--- src/rtl/piso_shift_reg_if.sv ---
// Load/Ready handshake plus serial-side status for the parallel-in/serial-out shifter.
// The master drives Load/Din; the slave (the shifter) drives Ready/Dout/Busy/Done.
interface piso_shift_reg_if #(
  parameter int WIDTH = 4
);
  logic             Load;
  logic [WIDTH-1:0] Din;
  logic             Ready;
  logic             Dout;
  logic             Busy;
  logic             Done;

  modport master (
    output Load, Din,
    input  Ready, Dout, Busy, Done
  );

  modport slave (
    input  Load, Din,
    output Ready, Dout, Busy, Done
  );
endinterface

--- src/rtl/piso_shift_reg.sv ---
// Parallel-in/serial-out shift register: a word accepted on Load is sent on Dout one bit
// per clock, followed by a one-cycle Done pulse.
module piso_shift_reg #(
  parameter int WIDTH     = 4,
  parameter bit MSB_FIRST = 1'b1
) (
  input  logic            Clk,
  input  logic            Rst_n,
  piso_shift_reg_if.slave bus
);

  localparam int CW = $clog2(WIDTH + 1);

  typedef enum logic [1:0] {
    IDLE  = 2'd0,
    SHIFT = 2'd1,
    DONE  = 2'd2
  } state_t;

  state_t           state_q, state_d;
  logic [WIDTH-1:0] shreg_q, shreg_d;
  logic [CW-1:0]    cnt_q,   cnt_d;
  logic             dout_q,  dout_d;
  logic             accept;

  always_ff @(posedge Clk) begin
    if (!Rst_n) begin
      state_q <= IDLE;
      shreg_q <= '0;
      cnt_q   <= '0;
      dout_q  <= 1'b0;
    end else begin
      state_q <= state_d;
      shreg_q <= shreg_d;
      cnt_q   <= cnt_d;
      dout_q  <= dout_d;
    end
  end

  // A Load seen during the Done cycle starts the next frame directly, so a held Load
  // yields back-to-back frames every WIDTH+1 cycles.
  assign accept = bus.Load && ((state_q == IDLE) || (state_q == DONE));

  always_comb begin
    state_d = state_q;
    shreg_d = shreg_q;
    cnt_d   = cnt_q;
    dout_d  = 1'b0;
    if (accept) begin
      state_d = SHIFT;
      cnt_d   = CW'(1);
      if (MSB_FIRST) begin
        dout_d  = bus.Din[WIDTH-1];
        shreg_d = bus.Din << 1;
      end else begin
        dout_d  = bus.Din[0];
        shreg_d = bus.Din >> 1;
      end
    end else begin
      case (state_q)
        IDLE: begin
          state_d = IDLE;
        end
        SHIFT: begin
          if (cnt_q == CW'(WIDTH)) begin
            state_d = DONE;
            shreg_d = '0;
            cnt_d   = '0;
          end else begin
            if (MSB_FIRST) begin
              dout_d  = shreg_q[WIDTH-1];
              shreg_d = shreg_q << 1;
            end else begin
              dout_d  = shreg_q[0];
              shreg_d = shreg_q >> 1;
            end
            cnt_d = cnt_q + 1'b1;
          end
        end
        DONE: begin
          state_d = IDLE;
        end
        default: begin
          state_d = IDLE;
          shreg_d = '0;
          cnt_d   = '0;
        end
      endcase
    end
  end

  assign bus.Ready = (state_q == IDLE);
  assign bus.Busy  = (state_q == SHIFT);
  assign bus.Done  = (state_q == DONE);
  assign bus.Dout  = dout_q;

endmodule

--- src/flat_wrapper.sv ---
// flat-port wrapper written by rule: the top's interface ports become plain ports
module piso_shift_reg_flat 
#(
  parameter int WIDTH     = 4,
  parameter bit MSB_FIRST = 1'b1
)
  (Clk, Rst_n, bus_Load, bus_Din, bus_Ready, bus_Dout, bus_Busy, bus_Done);
  piso_shift_reg_if #(.WIDTH(WIDTH)) bus_i ();
  input  logic Clk;
  input  logic Rst_n;
  input wire logic [$bits(bus_i.Load)-1:0] bus_Load;
  input wire logic [$bits(bus_i.Din)-1:0] bus_Din;
  output wire logic [$bits(bus_i.Ready)-1:0] bus_Ready;
  output wire logic [$bits(bus_i.Dout)-1:0] bus_Dout;
  output wire logic [$bits(bus_i.Busy)-1:0] bus_Busy;
  output wire logic [$bits(bus_i.Done)-1:0] bus_Done;
  assign bus_i.Load = bus_Load;
  assign bus_i.Din = bus_Din;
  assign bus_Ready = bus_i.Ready;
  assign bus_Dout = bus_i.Dout;
  assign bus_Busy = bus_i.Busy;
  assign bus_Done = bus_i.Done;
  piso_shift_reg #(.WIDTH(WIDTH), .MSB_FIRST(MSB_FIRST)) u_core (.Clk(Clk), .Rst_n(Rst_n), .bus(bus_i));
endmodule
--- config.mk ---
export PLATFORM = sky130hd
export DESIGN_NAME = piso_shift_reg_flat
export DESIGN_NICKNAME = d
export VERILOG_FILES = /design/src/rtl/piso_shift_reg_if.sv /design/src/rtl/piso_shift_reg.sv /design/src/flat_wrapper.sv
export SDC_FILE = /design/constraint.sdc
export NUM_CORES = 1
export LEC_CHECK = 0
export ABC_AREA = 1
export BUFFER_PORTS_ARGS = -buffer_cell sky130_fd_sc_hd__buf_2
export CAP_MARGIN = 20
export CELL_PAD_IN_SITES_DETAIL_PLACEMENT = 0
export CELL_PAD_IN_SITES_GLOBAL_PLACEMENT = 2
export CORE_UTILIZATION = 27
export DETAILED_ROUTE_END_ITERATION = 16
export GPL_ROUTABILITY_DRIVEN = 1
export GPL_TIMING_DRIVEN = 0
export PLACE_DENSITY_LB_ADDON = 0.15
export SLEW_MARGIN = 20
export SYNTH_ARGS = -nofsm -noshare
export SYNTH_HDL_FRONTEND = slang
export SYNTH_SLANG_ARGS = --single-unit
--- constraint.sdc ---
create_clock -name Clk -period 2.4 [get_ports Clk]
set_input_delay 0.24 -clock Clk [delete_from_list [all_inputs] [get_ports Clk]]
set_output_delay 0.24 -clock Clk [all_outputs]
set_load 0.05 [all_outputs]
After elaboration in Yosys (flattened, before gate mapping) --
Index checks and enable logic that the tools add are counted.
Cells by class: add/sub/neg operators 1, equal/unequal tests 5, mux-type cells 12, bitwise gates (word level) 2, reductions and logical operators 6
Operator list (number):
- two-way mux 4 bit | 2
- case mux 4 bit (2 select lines) | 1
- two-way mux 1 bit | 7
- case mux 3 bit (2 select lines) | 1
- OR reduction 2 bit | 2
- adder 3 x 1 -> 3 bit (second input constant) | 1
- == test 3 bit (second input constant) | 1
- two-way mux 3 bit | 1
- inequality test 3 x 1 -> 1 bit (second input constant) | 1
- OR reduction 3 bit | 1
- == test 2 x 1 -> 1 bit (second input constant) | 1
- == test 2 bit (second input constant) | 1
- logical NOT 2 bit | 1
- inequality test 2 x 1 -> 1 bit (second input constant) | 1
- NOT 1 bit | 2
- logical AND 1 bit | 1
- logical OR 1 bit | 1
Storage, ports and cells: bits in registers 10, input port bits 7, output and inout port bits 4, logic and storage cells 33

Depth between registers and ports, before layout --
Gate-level depths: netlist of the first run.
word-level depth 4, depth in mapped cells 7, mapped depth without buffers 7

Least setup slack after synthesis of the first run --
No wires, ideal clock.
path type register to output, from reg u_core.state_q[1], to out bus_Done, data arrival time 1.007 ns, required time 2.160 ns, path slack 1.153 ns, stages on the path, launching flop included 3, buffers on the path 0, cells stage by stage dfxtp_1 -> inv_1 -> nor2_1
Between the ends: longest elaborated chain between the ends 1
Ends and longest elaborated chain:
- start: declaration | line piso_shift_reg.sv:20 | state_t state_q, state_d;
- start signal: assignment | line piso_shift_reg.sv:33 | state_q <= state_d;
- == test 2 bit | line piso_shift_reg.sv:94 | assign bus.Done = (state_q == DONE);
- end: declaration | line flat_wrapper.sv:16 | output wire logic [$bits(bus_i.Done)-1:0] bus_Done;
Every way passes these cells.

Worst setup path after layout of the first run --
from reg u_core.state_q[0], to out bus_Busy
Between the ends: longest elaborated chain between the ends 1
Ends and longest elaborated chain:
- == test 2 x 1 -> 1 bit | line piso_shift_reg.sv:93 | assign bus.Busy = (state_q == SHIFT);
- end: declaration | line flat_wrapper.sv:15 | output wire logic [$bits(bus_i.Busy)-1:0] bus_Busy;
Every way passes these cells.

==> run_results.csv, run 1 <==
group,metric,value,unit
timing,fin_skew,0.00259,ns
grt,gr-usage-met1,15.1,%
clock_tree,clock-sinks,9,
drt,wirelength,870,µm
grt,grtUsageMet2,18.8,%
logic_synthesis,synth.ff_latch_count,9,
logic_synthesis,syn_area_per_cell,7.08,µm²
clock_tree,cts_max_path_buffers,2,
critical_path,path_buf_inv,2,
critical_path,r2r_start,"u_core.cnt_q[0]",
critical_path,worstPathArrival,1.18,ns
die,die_w,41.0,µm
clock_tree,root_buffer,"clkbuf_4",
finish,drive_gt1_share,20.8,%
drt,via_per_inst,4.48,
critical_path,critPathKind,"flop to output pin",
critical_path,cp_cell_sequence,"nand2_2 -> inv_1 -> buf_2",
drt,num_vias,390,
grt,grt_use_met3,1.63,%
power,finalPower,0.000337,W
critical_path,rr_worst_depth,7,
timing,setup_violations,0,
critical_path,path_delay_family,"flip-flops",
timing,rsz0062_at_grt,"false",
timing,max_slew.worst_pin.slew,0.250,ns
run,cap_viol_max_count,0,
critical_path,cp_slowest_stage_delay,0.45,ns
timing,finalCriticalPeriod,1.42,ns
power,leakage,0.237,nW
clock_tree,cts_buffers,3,
grt,grt_max_degree,8,
drt,ant_nets,0,
critical_path,cpMaxStageDelayCell,"dfxtp_1",
critical_path,endpoint_kind,"output pin",
clock_tree,clock_latency,0.26,ns
critical_path,reg2reg_to,"u_core.shreg_q[2]",
finish,mostFrequentLayoutCells,"nand2_1, inv_1, buf_2",
die,initial_core_util,30.4,%
logic_synthesis,netlist_instances,58,
die,io_pins,11,
clock_tree,cts_resized,0,
status,status,"finished, final reports clean",
logic_synthesis,synth_nets,67,
timing,fin_tns_setup,0,ns
timing,drv_slew,0,
die,die-area,1680,µm²
grt,antenna_found_initial,0,
finish,antenna_cells,0,
timing,fmax,0.706,GHz
critical_path,cp_num_cells,3,
placed_design,portBuffers,10,
critical_path,worst_ep_required_time,2.16,ns
logic_synthesis,netlist.top_cell.by_area,"dfxtp_1",
worst_hold_path,hp-class,"primary input to flop",
critical_path,start_kind,"flop",
logic_synthesis,ys_seq_area_share,43.9,%
grt,grt_pass1_vias,327,
placed_design,gp_congestion,0.657,
finish,area_delta_synth_final,23.2,%
drt,drc,0,
die,rows,13,
drt,drt_first_iter_violations,6,
clock_tree,cts-htree-levels,1,
critical_path,critPathCapture,"bus_Busy",
logic_synthesis,ys_warn_count,0,
clock_tree,cts_hold_buf,0,
clock_tree,postCtsSetupBuffers,0,
timing,fin_crit_sh,59.0,%
drt,wl_per_cell,10.0,µm
placed_design,hpwlAfterDp,658,µm
grt,grt_usage,12.3,%
critical_path,reg2reg_slack,1.18,ns
timing,slew_headroom,83.2,%
power,power_density,666,nW/µm²
logic_synthesis,synthDominantCellAreaShare,43.9,%
critical_path,path_max_fanout,6,
die,core_area,1350,µm²
grt,globalRouteOverflowTotal,0,
logic_synthesis,syn_area,410,µm²
finish,fill_cells,159,
finish,layout_commonest_cell,"nand2_1",
clock_tree,clk_pin_slew,0.06,ns
grt,grt-busiest-layer,"met2",
grt,grt_pass1_wl,1280,µm
power,peakVddDrop,0.000304,V
clock_tree,cts_tree,"done",
timing,final-hold-violation-count,0,
die,fp.dieH,41.0,µm
logic_synthesis,ys_types,11,
finish,nNetsFinal,82,
critical_path,crit_path_start,"u_core.state_q[0]",
logic_synthesis,synth_area_leaders,"dfxtp_1, nand2_1, inv_1, a21oi_1, o21ai_0",
drt,drt_pass1_iterations,2,
worst_hold_path,whs_path_depth,3,
==> per-layer routing <==
layer  vias up  part of all wire, %
met4         0                  2.9
met3         5                  2.5
met2         8                   44
met5         -                    0
li1        209                    -
met1       168                   50
==> Yosys cell counts, drive strengths merged <==
cell    n
nand2  16
inv    10
dfxtp   9
a21oi   7
nor2    6
o21ai   6
ha      2
nand3   1
nor3    1
==> per-stage QoR <==
stage	utilization [%]	worst slack (ns)	instances	hold WS [ns]	area, µm²
2_1_floorplan	-	1.15	58	0.378	410
3_3_place_gp	35.5	1.19	83	0.453	479
3_5_place_dp	35.5	1.19	83	0.454	479
4_1_cts	37.4	0.978	87	0.217	505
5_1_grt	37.4	0.942	87	0.225	505
6_report	37.4	0.983	87	0.225	505
==> state kept, by name, indices dropped and copies added (netlist names) <==
signal and flops:
u_core.bus.Dout 1, u_core.state_q 2, u_core.shreg_q 3, u_core.cnt_q 3
==> power breakdown <==
part	internal (W)	leakage, nW	switching [W]	total [W]
Clock	0.0000641	0.0150	0.0000533	0.000117
Combinational	0.0000173	0.148	0.0000375	0.0000548
Sequential	0.000158	0.0739	0.00000638	0.000164
Total	0.000239	0.237	0.0000972	0.000337
==> area by class of cell <==
cell class | count | area (µm²) | area share [%]
clock buffers | 4 | 26.3 | 5.20
flip-flops and latches | 9 | 180 | 35.6
inverters | 10 | 37.5 | 7.43
multi-input cells | 39 | 193 | 38.1
repair buffers | 10 | 50.0 | 9.90
well taps | 15 | 18.8 | 3.71
==> worst min path at each step <==
stage | start | end | slack, ns
after CTS | bus_Din[0] | u_core.shreg_q[1] | 0.22
after floorplan | Rst_n | u_core.shreg_q[2] | 0.38
final | bus_Din[0] | u_core.shreg_q[1] | 0.22
after global routing | bus_Din[0] | u_core.shreg_q[1] | 0.22
after detailed placement | u_core.shreg_q[2] | u_core.shreg_q[3] | 0.45
after global placement | u_core.shreg_q[2] | u_core.shreg_q[3] | 0.45
==> cell families after synthesis <==
family          synth area share [%]
compound gates                  15.9
fa+ha+maj                       6.10
simple gates                    25.0
buf+inv                         9.15
flops                           43.9
==> tightest hold or removal path, stage by stage <==
cell and delay [ns]:
buf_2 0.09, nand2_1 0.05, a21oi_1 0.05
Note: power is estimated with default switching activity, not from simulation.
==> run 2: changes to the inputs <==
Settings changed: ABC_AREA 1 to 0, CORE_UTILIZATION 27 to 25.
Clock period 2.4 ns to 1.2 ns, I/O delays scaled along.
==> run 2 against run 1 <==
  * Critical path depth is the same
  * Area after synthesis grew 11%
  * Register-to-register slack lost 1.1 ns
  * Cell count grew 3.4%
  * Global-route usage shrank 0.87 points
  * First-iteration DRC count shrank 33%
  * Wire length grew 7.5%
  * Flip-flop and latch count is the same
  * Count of clock-buffer cells in the layout is the same
  * Clock skew grew 0.0032 ns
  * Critical endpoint is now bus_Ready
  * Largest power group unchanged
==> run_results.csv, run 2 <==
group,metric,value,unit
timing,whs,0.109,ns
worst_hold_path,whs_path_depth,3,
die,die-area,1990,µm²
drt,drc,0,
logic_synthesis,synthDominantCellAreaShare,39.7,%
clock_tree,cts_buffers,3,
logic_synthesis,ys_seq_area_share,39.7,%
grt,antenna_found_initial,0,
logic_synthesis,synthTopCellsByCount,"dfxtp_1, a21oi_1, inv_1",
status,status,"finished, final reports clean",
drt,ant_nets,0,
drt,drt_pass1_iterations,2,
critical_path,critPathKind,"flop to output pin",
drt,wl_per_cell,10.4,µm
worst_hold_path,hp-class,"primary input to flop",
grt,globalRouteOverflowTotal,0,
timing,max_slew.worst_pin.slew,0.246,ns
clock_tree,clock_latency,0.26,ns
clock_tree,cts-htree-levels,1,
logic_synthesis,ys_warn_count,0,
grt,grt_pass1_vias,377,
placed_design,gp_congestion,0.587,
finish,reg_top3,"u_core.cnt_q x3, u_core.shreg_q x3, u_core.state_q x2",
critical_path,reg2reg_to,"u_core.bus.Dout",
logic_synthesis,syn_area,454,µm²
critical_path,worst_ep_required_time,1.08,ns
critical_path,path_max_fanout,10,
logic_synthesis,synth-edff-count,0,
logic_synthesis,synth_area_leaders,"dfxtp_1, a21oi_1, ha_1, nor2b_1, nor3b_1",
critical_path,endpoint_kind,"output pin",
clock_tree,cts_tree,"done",
critical_path,worstPathArrival,1.03,ns
finish,multiInputGateArea,239,µm²
power,peakVddDrop,0.000423,V
finish,area_delta_synth_final,35.0,%
drt,wirelength,935,µm
placed_design,hpwlAfterDp,659,µm
logic_synthesis,netlist.top_cell.by_area,"dfxtp_1",
clock_tree,clk_pin_slew,0.06,ns
timing,fin_crit_sh,96.2,%
die,rows,15,
logic_synthesis,synth_nets,59,
logic_synthesis,synth.ff_latch_count,9,
drt,num_vias,389,
timing,fmax,0.866,GHz
finish,fill_cells,175,
grt,grt_pass1_wl,1590,µm
worst_hold_path,hold_path_end,"u_core.bus.Dout",
timing,slew_headroom,83.7,%
logic_synthesis,ys_types,23,
die,fp.dieH,44.6,µm
drt,via_per_inst,4.32,
logic_synthesis,synthFlopType,"dfxtp_1",
timing,fin_skew,0.00576,ns
die,core_area,1710,µm²
timing,final-hold-violation-count,0,
grt,grt_usage,11.4,%
logic_synthesis,async_reset_ff_share,0,%
critical_path,r2r_start,"u_core.state_q[0]",
timing,setup_violations,0,
power,finalPower,0.000755,W
critical_path,rr_worst_depth,5,
grt,grt_max_degree,11,
clock_tree,clock-sinks,9,
power,leakage,0.267,nW
drt,drt_first_iter_violations,4,
timing,rsz0062_at_grt,"true",
clock_tree,cts_max_path_buffers,2,
power,power_density,1230,nW/µm²
run,cap_viol_max_count,0,
finish,antenna_cells,0,
clock_tree,root_buffer,"clkbuf_4",
critical_path,start_kind,"flop",
timing,setup_slack,0.0459,ns
timing,finalCriticalPeriod,1.15,ns
finish,nNetsFinal,75,
die,die_w,44.6,µm
placed_design,place_ws,0.0620,ns
placed_design,portBuffers,9,
finish,layout_commonest_cell,"dfxtp_1",
finish,drive_gt1_share,36.9,%
die,initial_core_util,26.6,%
worst_hold_path,min_from,"bus_Din[3]",
logic_synthesis,netlist_instances,50,
logic_synthesis,syn_area_per_cell,9.08,µm²
clock_tree,cts_hold_buf,0,
logic_synthesis,yosysMostFrequentCell,"dfxtp_1",
die,io_pins,11,
finish,ff_latch_area,185,µm²
timing,drv_slew,0,
finish,mostFrequentLayoutCells,"dfxtp_1, a21oi_1, buf_2",
critical_path,reg2reg_slack,0.08,ns
run 2: cell count changes after synthesis, moves of 2 or more:
cell	delta
inv_1	-5
nand3_1	+2
nor3b_1	+3
a21o_1	+2
nor2_1	-4
o21ai_0	-6
o31ai_1	+2
nor2b_1	+4
nand2_1	-14
run 2: stage by stage:
step / TNS (ns) / std cells / area [µm²] / util [%]
finish: 0 / 90 / 613 / 35.9
global route: -0.00357 / 90 / 613 / 35.9
detailed placement: 0 / 84 / 536 / 31.4
CTS: 0 / 88 / 577 / 33.8
global placement: 0 / 84 / 536 / 31.4
floorplan: 0 / 50 / 459 / -
run 2: timing repair:
item,in CTS,in global routing
hold endpoints to repair,0,0
setup endpoints to repair,3,6
resized for setup,6,7
setup buffers,0,2
run 2: cell type report:
class | instances | area share, %
plain buffers | 3 | 4.90
clock buffers | 4 | 4.29
inverters | 5 | 3.06
multi-input cells | 33 | 39.0
flip-flops and latches | 9 | 30.2
well taps | 25 | 5.10
repair buffers | 11 | 13.5
run 2: metal layers:
layer | wire length [µm] | global-route usage (%) | vias to the layer above
met4 | 9 | 9.09 | 0
met5 | 0 | 0 | -
met2 | 455 | 16.8 | 7
met1 | 440 | 13.5 | 178
li1 | - | - | 202
met3 | 30 | 3.67 | 2
run 2: how the worst max path moves through the flow:
stage | from | end | slack (ns) | cells past startpoint
global route | u_core.state_q[0] | bus_Ready | -0.004 | 3
floorplan | u_core.state_q[0] | bus_Done | 0.16 | 2
finish | u_core.state_q[0] | bus_Ready | 0.05 | 3
global placement | u_core.cnt_q[0] | u_core.bus.Dout | 0.04 | 5
detailed placement | u_core.cnt_q[0] | u_core.bus.Dout | 0.06 | 5
CTS | u_core.state_q[0] | bus_Done | 0.0009 | 3
run 2: where the power goes:
part	leakage [nW]	switching (W)	internal [W]	total, W
sequential	0.0749	0.0000150	0.000321	0.000336
combinational	0.177	0.0000963	0.0000827	0.000179
clock	0.0150	0.000111	0.000128	0.000240
total	0.267	0.000223	0.000532	0.000755
run 2: logic make-up after synthesis:
group | Yosys count | share of synthesized area (%)
fa+ha+maj | 2 | 5.51
simple gates | 16 | 23.7
compound gates | 14 | 19.6
buf+inv | 8 | 9.37
flops | 9 | 39.7
mux | 1 | 2.20
run 2: worst max-delay path: stages, from the launching register on:
cell and delay, ns:
dfxtp_4 0.36, buf_6 0.14, nor2_2 0.12, buf_6 0.16
==> run 3: changes to the inputs <==
Settings changed: ABC_AREA 0 to 1, CORE_UTILIZATION 25 to 22.
==> run 3 against run 2 <==
  * Fmax rose by 1.6%
  * Core utilization fell by 3.4 points
  * Critical endpoint is now u_core.cnt_q[0]
  * Clock power fell by 5%
  * Combinational power fell by 28%
  * Total power fell by 9.2%
  * Largest cell class unchanged
  * Flip-flop and latch count did not move
  * Global-route usage fell by 0.27 points
  * Register-to-register slack got worse by 0.02 ns
  * Wire length fell by 4.6%
  * Sequential share of layout area rose by 2.2 points
  * Via count fell by 0.26%
  * Critical path depth rose by 4
==> run_results.csv, run 3 (same netlist as run 1, synthesis figures left out) <==
group,metric,value,unit
clock_tree,cts_buffers,3,
finish,reg_top3,"u_core.cnt_q x3, u_core.shreg_q x3, u_core.state_q x2",
finish,nNetsFinal,84,
drt,drt_first_iter_violations,6,
die,fp.dieH,45.2,µm
power,leakage,0.248,nW
timing,finalCriticalPeriod,1.14,ns
placed_design,hpwlAfterDp,671,µm
die,rows,15,
worst_hold_path,whs_path_depth,3,
finish,layout_commonest_cell,"nand2_1",
grt,grt_usage,11.1,%
timing,rsz0062_at_grt,"false",
drt,ant_nets,0,
clock_tree,cts-htree-levels,1,
timing,slew_headroom,76.7,%
drt,via_per_inst,3.92,
grt,grt_max_degree,8,
power,finalPower,0.000685,W
worst_hold_path,min_from,"bus_Din[0]",
drt,wl_per_cell,9.01,µm
placed_design,gp_congestion,0.615,
grt,antenna_found_initial,0,
timing,fin_skew,0.00222,ns
clock_tree,cts_max_path_buffers,2,
drt,wirelength,892,µm
drt,drt_pass1_iterations,4,
grt,globalRouteOverflowTotal,0,
drt,num_vias,388,
clock_tree,clk_pin_slew,0.06,ns
timing,max_slew.worst_pin.slew,0.346,ns
die,die-area,2040,µm²
timing,whs,0.106,ns
critical_path,worst_ep_required_time,1.38,ns
finish,antenna_cells,0,
critical_path,crit_path_start,"u_core.cnt_q[0]",
drt,drc,0,
die,core_area,1750,µm²
timing,final-hold-violation-count,0,
grt,grt_pass1_vias,359,
critical_path,r2r_start,"u_core.cnt_q[0]",
critical_path,rr_worst_depth,7,
critical_path,critPathKind,"flop to flop",
timing,fin_crit_sh,94.7,%
critical_path,worstPathArrival,1.32,ns
die,io_pins,11,
critical_path,path_max_fanout,6,
finish,mostFrequentLayoutCells,"nand2_1, buf_2, inv_1",
finish,drive_gt1_share,40.5,%
timing,fmax,0.880,GHz
timing,drv_slew,0,
clock_tree,clock_latency,0.25,ns
critical_path,reg2reg_slack,0.06,ns
grt,grt_pass1_wl,1560,µm
run,cap_viol_max_count,0,
status,status,"finished, final reports clean",
die,initial_core_util,23.5,%
clock_tree,cts_hold_buf,0,
placed_design,portBuffers,10,
critical_path,reg2reg_to,"u_core.cnt_q[0]",
die,die_w,45.2,µm
power,peakVddDrop,0.000429,V
power,power_density,1210,nW/µm²
finish,area_delta_synth_final,38.1,%
timing,setup_violations,0,
clock_tree,cts_tree,"done",
worst_hold_path,hp-class,"primary input to flop",
critical_path,start_kind,"flop",
clock_tree,clock-sinks,9,
clock_tree,root_buffer,"clkbuf_4",
critical_path,endpoint_kind,"flop",
worst_hold_path,hold_path_end,"u_core.shreg_q[1]",
-- run 3: worst max-delay path by stage --
stage | endpoint | slack (ns) | depth (start not counted)
finish | u_core.cnt_q[0] | 0.06 | 7
global route | u_core.cnt_q[0] | 0.003 | 7
CTS | u_core.shreg_q[3] | 0.008 | 7
detailed placement | u_core.shreg_q[2] | -0.03 | 7
global placement | u_core.cnt_q[0] | 0.01 | 7
floorplan | bus_Done | 0.07 | 2
-- run 3: metal layers --
layer / up-vias / wire (µm) / global-route usage, % / share of wire [%]
met5: - / 0 / 0 / 0
met1: 162 / 442 / 14.9 / 50
met2: 8 / 396 / 15.1 / 44
met4: 0 / 10 / 7.27 / 1.1
li1: 216 / - / - / -
met3: 2 / 43 / 3.60 / 4.8
-- run 3: critical path: stages (launching register included) --
cell and delay [ns]:
dfxtp_2 0.32, inv_1 0.05, ha_2 0.18, nand2_2 0.07
inv_2 0.04, nor2_4 0.19, nand2_1 0.08, a21oi_1 0.13
-- run 3: stage by stage --
stage               worst slack [ns]  TNS, ns  cells  cell area (µm²)  util (%)
floorplan                     0.0735        0     58              410         -
global placement              0.0146        0     93              492      28.2
detailed placement           -0.0316  -0.0566     93              492      28.2
CTS                          0.00792        0     99              546      31.3
global route                 0.00291        0     99              567      32.5
finish                        0.0636        0     99              567      32.5
-- run 3: final cells by class --
cell class / count / area, µm²
Clock buffer: 4 / 26.3
Fill cell: 206 / 1180
Inverter: 10 / 37.5
Multi-Input combinational cell: 39 / 216
Sequential cell: 9 / 184
Tap cell: 25 / 31.3
Timing Repair Buffer: 12 / 71.3
-- run 3: what timing repair did --
item / 4_1_cts / 5_1_grt
resized for setup: 6 / 9
pin swaps: 1 / 3
setup endpoints to repair: 6 / 6
buffers inserted: 2 / 0
gates cloned: 0 / 0
-- run 3: power breakdown --
part | switching (W) | leakage, nW | internal (W) | total, W
logic | 0.0000831 | 0.158 | 0.0000451 | 0.000128
clock network | 0.0000996 | 0.0150 | 0.000128 | 0.000227
registers | 0.0000118 | 0.0749 | 0.000318 | 0.000330
total | 0.000195 | 0.248 | 0.000491 | 0.000685
